## config.mk

```make
export PLATFORM = sky130hd
export DESIGN_NAME = display_mode_ctrl_flat
export DESIGN_NICKNAME = d
export VERILOG_FILES = /design/src/rtl/display_mode_ctrl_pkg.sv /design/src/rtl/display_mode_ctrl_if.sv /design/src/rtl/display_mode_ctrl_edge_rise_det.sv /design/src/rtl/display_mode_ctrl.sv /design/src/flat_wrapper.sv
export SDC_FILE = /design/constraint.sdc
export NUM_CORES = 1
export LEC_CHECK = 0
export BUFFER_PORTS_ARGS = -buffer_cell sky130_fd_sc_hd__buf_2
export CAP_MARGIN = 20
export CORE_AREA = 2 2 39 41
export DETAILED_ROUTE_END_ITERATION = 6
export DIE_AREA = 0 0 41 43
export SYNTH_ARGS = -nofsm -noshare
export SYNTH_HDL_FRONTEND = slang
export SYNTH_HIERARCHICAL = 1
export SYNTH_SLANG_ARGS = --single-unit
```

## constraint.sdc

```tcl
create_clock -name clk -period 1.29 [get_ports clk]
set_input_delay 0.258 -clock clk [delete_from_list [all_inputs] [get_ports clk]]
set_output_delay 0.258 -clock clk [all_outputs]
set_load 0.005 [all_outputs]
```

## src/rtl/display_mode_ctrl_pkg.sv

```systemverilog
// -----------------------------------------------------------------------------
// display_pkg
// Shared constants and types for the display mode controller.
//   MODE_NORMAL / MODE_DISPLAY : legacy two-mode names (mode 0 / mode 1)
//   DEF_NUM_MODES              : default mode count (legacy toggle behaviour)
//   mode_t                     : encoded mode type sized for the default count
// -----------------------------------------------------------------------------
package display_pkg;

   localparam int MODE_NORMAL   = 0;
   localparam int MODE_DISPLAY  = 1;
   localparam int DEF_NUM_MODES = 2;
   localparam int DEF_MODE_W    = $clog2(DEF_NUM_MODES);

   typedef logic [DEF_MODE_W-1:0] mode_t;

endpackage

```

## src/rtl/display_mode_ctrl_if.sv

```systemverilog
// -----------------------------------------------------------------------------
// display_mode_if
// Bundles the button levels, timeout gate and mode outputs of the controller.
//   master : button/debouncer side (drives sig_next/sig_prev/sig_home/timeout_en)
//   slave  : controller side (drives mode/mode_onehot/changed)
// -----------------------------------------------------------------------------
interface display_mode_if #(
   parameter int NUM_MODES = display_pkg::DEF_NUM_MODES,
   parameter int MODE_W    = $clog2(NUM_MODES)
);

   logic                 sig_next;
   logic                 sig_prev;
   logic                 sig_home;
   logic                 timeout_en;
   logic [MODE_W-1:0]    mode;
   logic [NUM_MODES-1:0] mode_onehot;
   logic                 changed;

   modport master (
      output sig_next, sig_prev, sig_home, timeout_en,
      input  mode, mode_onehot, changed
   );

   modport slave (
      input  sig_next, sig_prev, sig_home, timeout_en,
      output mode, mode_onehot, changed
   );

endinterface

```

## src/rtl/display_mode_ctrl_edge_rise_det.sv

```systemverilog
// -----------------------------------------------------------------------------
// edge_rise_det
// Single-cycle rising-edge detector on a synchronous level.
//   clk     : system clock, rising edge
//   rst     : asynchronous active-low reset
//   in_i    : input level
//   pulse_o : high while in_i is 1 and was 0 at the previous clock edge
// History resets to 1 so a level already high at reset release is not an edge.
// -----------------------------------------------------------------------------
module edge_rise_det (
   input  logic clk,
   input  logic rst,
   input  logic in_i,
   output logic pulse_o
);

   logic hist_q;

   always_ff @(posedge clk or negedge rst) begin
      if (!rst) begin
         hist_q <= 1'b1;
      end else begin
         hist_q <= in_i;
      end
   end

   assign pulse_o = in_i & ~hist_q;

endmodule

```

## src/rtl/display_mode_ctrl.sv

```systemverilog
// -----------------------------------------------------------------------------
// display_mode_ctrl
// Steps through NUM_MODES display modes on button edges, with direct return to
// mode 0 and an optional idle timeout back to mode 0.
//   clk  : system clock, rising edge
//   rst  : asynchronous active-low reset
//   bus  : display_mode_if.slave
//          in : sig_next, sig_prev, sig_home (levels), timeout_en
//          out: mode (encoded), mode_onehot, changed (1-cycle pulse on new mode)
// -----------------------------------------------------------------------------
module display_mode_ctrl
   import display_pkg::*;
#(
   parameter int NUM_MODES   = DEF_NUM_MODES,
   parameter int MODE_W      = $clog2(NUM_MODES),
   parameter int RESET_MODE  = 0,
   parameter int TIMEOUT_CYC = 0,
   parameter int CNT_W       = 32
) (
   input logic           clk,
   input logic           rst,
   display_mode_if.slave bus
);

   localparam logic [MODE_W-1:0] M_ZERO  = MODE_W'(MODE_NORMAL);
   localparam logic [MODE_W-1:0] M_LAST  = MODE_W'(NUM_MODES - 1);
   localparam logic [MODE_W-1:0] M_RESET = MODE_W'(RESET_MODE);
   localparam bit                TO_ON   = (TIMEOUT_CYC != 0);
   localparam logic [CNT_W-1:0]  EXP_CNT = CNT_W'(TIMEOUT_CYC - 1);

   logic              ev_next, ev_prev, ev_home, ev_any;
   logic              expire;
   logic [MODE_W-1:0] mode_q, mode_d;
   logic [CNT_W-1:0]  idle_q, idle_d;
   logic              changed_q;

   edge_rise_det u_det_next (.clk(clk), .rst(rst), .in_i(bus.sig_next), .pulse_o(ev_next));
   edge_rise_det u_det_prev (.clk(clk), .rst(rst), .in_i(bus.sig_prev), .pulse_o(ev_prev));
   edge_rise_det u_det_home (.clk(clk), .rst(rst), .in_i(bus.sig_home), .pulse_o(ev_home));

   // A cancelled next+prev pair still counts as activity for the idle counter.
   assign ev_any = ev_next | ev_prev | ev_home;

   always_comb begin
      expire = TO_ON && bus.timeout_en && (mode_q != M_ZERO) &&
               (idle_q == EXP_CNT) && !ev_any;

      mode_d = mode_q;
      if (ev_home) begin
         mode_d = M_ZERO;
      end else if (ev_next && ev_prev) begin
         mode_d = mode_q;
      end else if (ev_next) begin
         // Wrap by compare so non-power-of-two mode counts never overflow.
         mode_d = (mode_q == M_LAST) ? M_ZERO : mode_q + MODE_W'(1);
      end else if (ev_prev) begin
         mode_d = (mode_q == M_ZERO) ? M_LAST : mode_q - MODE_W'(1);
      end else if (expire) begin
         mode_d = M_ZERO;
      end

      if (ev_any || expire || (mode_q == M_ZERO) || !bus.timeout_en || !TO_ON) begin
         idle_d = '0;
      end else if (idle_q == {CNT_W{1'b1}}) begin
         idle_d = idle_q;
      end else begin
         idle_d = idle_q + CNT_W'(1);
      end
   end

   always_ff @(posedge clk or negedge rst) begin
      if (!rst) begin
         mode_q    <= M_RESET;
         idle_q    <= '0;
         changed_q <= 1'b0;
      end else begin
         mode_q    <= mode_d;
         idle_q    <= idle_d;
         changed_q <= (mode_d != mode_q);
      end
   end

   always_comb begin
      bus.mode_onehot = '0;
      for (int i = 0; i < NUM_MODES; i++) begin
         bus.mode_onehot[i] = (mode_q == MODE_W'(i));
      end
   end

   assign bus.mode    = mode_q;
   assign bus.changed = changed_q;

endmodule

```

## src/flat_wrapper.sv

```systemverilog
// flat-port wrapper written by rule: the top's interface ports become plain ports
module display_mode_ctrl_flat import display_pkg::*;
#(
   parameter int NUM_MODES   = DEF_NUM_MODES,
   parameter int MODE_W      = $clog2(NUM_MODES),
   parameter int RESET_MODE  = 0,
   parameter int TIMEOUT_CYC = 0,
   parameter int CNT_W       = 32
)
  (clk, rst, bus_sig_next, bus_sig_prev, bus_sig_home, bus_timeout_en, bus_mode, bus_mode_onehot, bus_changed);
  display_mode_if #(.NUM_MODES(NUM_MODES), .MODE_W(MODE_W)) bus_i ();
  input logic clk;
  input logic rst;
  input wire logic [$bits(bus_i.sig_next)-1:0] bus_sig_next;
  input wire logic [$bits(bus_i.sig_prev)-1:0] bus_sig_prev;
  input wire logic [$bits(bus_i.sig_home)-1:0] bus_sig_home;
  input wire logic [$bits(bus_i.timeout_en)-1:0] bus_timeout_en;
  output wire logic [$bits(bus_i.mode)-1:0] bus_mode;
  output wire logic [$bits(bus_i.mode_onehot)-1:0] bus_mode_onehot;
  output wire logic [$bits(bus_i.changed)-1:0] bus_changed;
  assign bus_i.sig_next = bus_sig_next;
  assign bus_i.sig_prev = bus_sig_prev;
  assign bus_i.sig_home = bus_sig_home;
  assign bus_i.timeout_en = bus_timeout_en;
  assign bus_mode = bus_i.mode;
  assign bus_mode_onehot = bus_i.mode_onehot;
  assign bus_changed = bus_i.changed;
  display_mode_ctrl #(.NUM_MODES(NUM_MODES), .MODE_W(MODE_W), .RESET_MODE(RESET_MODE), .TIMEOUT_CYC(TIMEOUT_CYC), .CNT_W(CNT_W)) u_core (.clk(clk), .rst(rst), .bus(bus_i));
endmodule
```

# Word-level counts from Yosys, hierarchy flattened
# Index checks and enable logic that the tools add are counted.
# totals
regBits	5
elab_cells	22
out_inout_bits	4
# op_classes
n_mux	6
bitwise	7
reduce_logical	1
eq_ne	1
add_sub_neg	2
# op_table
operator	count
1-bit two-way mux	6
1-bit NOT	4
1-bit bitwise AND	3
1-bit adder, second input constant	1
1-bit logical AND	1
1-bit inequality test	1
1-bit subtractor, second input constant	1

# Logic depth before layout (Yosys ltp)
# depth
word_depth	7
ltp_mapped	3

# Modules after synthesis
# The synthesis kept the hierarchy.
# by_module_without_submodules
module	seq_area_each_um2	cells_per_inst	area_per_inst_um2	instances
edge_rise_det	26.3	2	40.0	3
display_mode_ctrl	50.0	9	101.3	1

# Least setup slack after synthesis
# No wires, ideal clock.
# synth_timing
path_type	reg-to-reg
startpoint	register u_core.u_det_next.hist_q
endpoint	register u_core.mode_q, in the netlist u_core/bus.mode
arrival_ps	1066
required_ps	1162
n_path_buf	0
setup_ps	128
setup_slack_ps	97
path_stages_with_launch	4
synth_period_minus_slack_ps	1193
cell_sequence	dfstp_2 nor2b_4 xnor2_1 mux2_1
# synth_via
elab_chain_len	5
word_cells_on_any_way	6
cone_classes	3 x mux; 2 x bitwise; 1 x reduce/logical
# synth_lines
element	line_no	rtl
from (decl)	display_mode_ctrl_edge_rise_det.sv:17	logic hist_q;
from (signal assigned)	display_mode_ctrl_edge_rise_det.sv:23	hist_q <= in_i;
1-bit NOT (*)	display_mode_ctrl_edge_rise_det.sv:27	assign pulse_o = in_i & ~hist_q;
1-bit bitwise AND (*)	display_mode_ctrl_edge_rise_det.sv:27	
named net u_core.ev_next	display_mode_ctrl.sv:31	logic ev_next, ev_prev, ev_home, ev_any;
1-bit two-way mux or 1-bit logical AND (tied branches)	display_mode_ctrl.sv:53, display_mode_ctrl.sv:51	
1-bit two-way mux (*)	display_mode_ctrl.sv:51	end else if (ev_next && ev_prev) begin
1-bit two-way mux (*)	display_mode_ctrl.sv:49	if (ev_home) begin
named net u_core.mode_d	display_mode_ctrl.sv:33	logic [MODE_W-1:0] mode_q, mode_d;
to (signal assigned)	display_mode_ctrl.sv:77	mode_q <= mode_d;
to (decl)	display_mode_ctrl.sv:33	
# The timed path passes the listed nets; every way through them passes the cells marked *.

# Final worst setup path
# Same ends and word-level chain as after synthesis.

==> flow_summary.yaml <==
worst_hold_path:
  whs_path_depth: 1
  hp-class: "in2reg"
logic_synthesis:
  synthMuxAreaShare_pct: 9.60
  yosysSeqAreaShare_pct: 58.2
  synth_compound_area_share_pct: 0
  synth_common_cells: "dfstp_2 (3), nor2b_4 (3), dfrtp_1 (2)"
  synth_xor_area_share_pct: 3.95
  ys_ff_latch: 5
  async_flop_share_pct: 100
  synth.distinct_cells: 10
  ys_warn_count: 6
  synth_top_family_by_area: "simple AND/OR/NAND/NOR gates"
  syn_area_sq_um: 221
  synthTopCellsByArea: "dfstp_2 (36%), dfrtp_1 (23%), nor2b_4 (19%), mux2_1 (5.1%), mux2i_1 (4.5%)"
  syn_avg_cell_area_sq_um: 14.8
  synth-adder-area-share_pct: 0
  syn_inst: 15
  synth_nets: 21
  synth_edf_count: 0
  synth_top_cell_area_share_pct: 35.6
  synthSimpleGateAreaFrac_pct: 23.2
  synth.largest_area_cell: "dfstp_2"
  synthFlopType: "dfstp_2"
status:
  outcome: "finished clean"
timing:
  setup_violations: 0
  finClkSkew_ns: 0.00470
  max_freq_mhz: 824
  fin_setup_tns_ns: 0
  relSlewSlack_pct: 87.2
  rsz0062_at_grt: "no"
  min_period_ns: 1.21
  worst_pin_slew_ns: 0.191
  period_share_pct: 94.0
  drv_slew: 0
  hold_viol_final: 0
layout:
  drive_above_1_share_pct: 63.0
  antenna_cells: 0
  nets: 34
  area_delta_synth_final_pct: 40.1
  fin_area_sq_um: 310
  num-fill-cells: 148
power:
  powerDensity_mw_per_mm2: 1480
  seqPwrFrac_pct: 42.2
  pwr-share-comb_pct: 19.0
  clkPwrFrac_pct: 38.8
  power_leakage_nw: 0.148
  p_sw_share_pct: 24.3
  intPower_uw: 348
  ir_drop_mv: 0.755
  p_sw_uw: 111
clock_network:
  clkLatencyLatePin_ns: 0.24
  cts_buffer_depth: 2
  clock-sinks: 5
  cts_root_buffer: "clkbuf_4"
  clk_pin_slew_ns: 0.04
  cts_buffers: 3
  cts-htree-levels: 1
  cts_tree: "done"
global_route:
  grt_max_degree: 6
  grt_pass1_wl_um: 558
  antenna_found_initial: 0
  grt_overflow: 0
  grt_pass1_vias: 143
  groute.usage.overall_pct: 5.86
drt:
  via_count: 141
  avgViaCountPerCell: 3.28
  drtAntennaViolNets: 0
  drc: 0
  drtIter0Drc: 0
  wl_per_cell_um: 7.91
  wl_um: 340
  drt_pre_antenna_iters: 1
critical_path:
  critPathArrivalTime_ns: 1.34
  crit_end: "u_core/bus.mode$_DFF_PN0_"
  worstSetupEndpointType: "flip-flop"
  r2r-start: "u_core/u_det_next/hist_q$_DFF_PN1_"
  cp_max_fo: 2
  crit_required_ns: 1.41
  critPathKind: "reg2reg"
  startpoint: "u_core/u_det_next/hist_q$_DFF_PN1_"
  rr_worst_depth: 3
  reg2reg_to: "u_core/bus.mode$_DFF_PN0_"
  rrSetupSlack_ns: 0.08
  start_kind: "flip-flop"
floorplanning:
  core_sq_mm: 0.00138
  io_pins: 10
  std_cell_rows: 14
  die_area_sq_mm: 0.00176
  start_util_pct: 16.0
  die_x_um: 41
  die_y_um: 43
placed_design:
  place.gp.congestion: 0.629
  post-dp-hpwl_um: 271
  io_buffers: 8
  placed_area_sq_um: 274
job:
  drv_cap: 0
cell type report:
| type | count | area (sq um) | share of cell area, % |
|---|---|---|---|
| inverter | 1 | 3.75 | 1.21 |
| clock buffer | 4 | 26.3 | 8.47 |
| tap | 16 | 20.0 | 6.45 |
| sequential | 5 | 129 | 41.5 |
| multi-input combinational | 8 | 81.3 | 26.2 |
| timing repair buffer | 9 | 50.0 | 16.1 |
layer usage:
layer	track usage, %	part of all wire, %	vias to the layer above
met4	4.00	2.4	0
met5	0	0	-
met1	6.56	50	58
met2	5.31	33	11
met3	7.85	14	2
li1	-	-	70
power by group through the flow:
stage	Sequential [mW]	Combinational (mW)	Clock, mW
floorplan	0.198	0.0513	0
global placement	0.196	0.0853	0
detailed placement	0.198	0.0868	0
CTS	0.195	0.0900	0.187
global route	0.197	0.102	0.195
finish	0.194	0.0875	0.178
through the flow:
| step | instances | hold WS (ns) | power, mW | setup WS, ns | utilization [%] |
|---|---|---|---|---|---|
| 6_report | 43 | 0.133 | 0.460 | 0.0770 | 22.4 |
| 5_1_grt | 43 | 0.123 | 0.494 | 0.00852 | 22.4 |
| 4_1_cts | 43 | 0.125 | 0.473 | 0.0648 | 22.4 |
| 3_5_place_dp | 38 | 0.0784 | 0.284 | 0.0658 | 19.8 |
| 3_3_place_gp | 38 | 0.0774 | 0.281 | 0.0614 | 19.8 |
| 2_1_floorplan | 15 | -0.0376 | 0.249 | 0.0966 | - |
registers in the layout, summed over array words and instances, names as in the netlist:
signal / count
u_core/bus.changed: 1
u_core/u_det_next/hist_q: 1
u_core/bus.mode: 1
u_core/u_det_prev/hist_q: 1
u_core/u_det_home/hist_q: 1
cells in the final DEF (no fill, tap or decap), drive strengths merged:
master	netlist	final
dlygate4sd3	0	1
xnor2	1	1
mux2	1	1
nor2	1	1
mux2i	1	1
dfstp	3	3
inv	1	1
buf	1	8
dfrtp	2	2
nor2b	4	4
clkbuf	0	4
worst max-delay path: stages, from the launching register on:
cell and delay (ns):
dfstp_2 0.53, nor2b_4 0.04, xnor2_1 0.20, mux2_1 0.33
logic make-up (layout without fill, tap and decap cells):
kind of cell,count (synthesis),after routing
DFF,5,5
and+or+nand+nor,5,5
muxes,2,2
buffers and inverters,2,14
xor gates and xnor gates,1,1
how the worst min path moves through the flow:
| stage | from | to |
|---|---|---|
| 2_1_floorplan | rst | u_core/bus.changed$_DFF_PN0_ |
| 3_3_place_gp | rst | u_core/bus.mode$_DFF_PN0_ |
| 3_5_place_dp | rst | u_core/bus.changed$_DFF_PN0_ |
| 4_1_cts | bus_sig_next | u_core/u_det_next/hist_q$_DFF_PN1_ |
| 5_1_grt | bus_sig_next | u_core/u_det_next/hist_q$_DFF_PN1_ |
| 6_report | bus_sig_next | u_core/u_det_next/hist_q$_DFF_PN1_ |
repair_timing:
action,CTS,global route
setup buffers,0,0
hold endpoints to repair,2,0
gates resized for setup,0,0
hold buffers,1,0
Note: power is estimated with default switching activity, not from simulation.
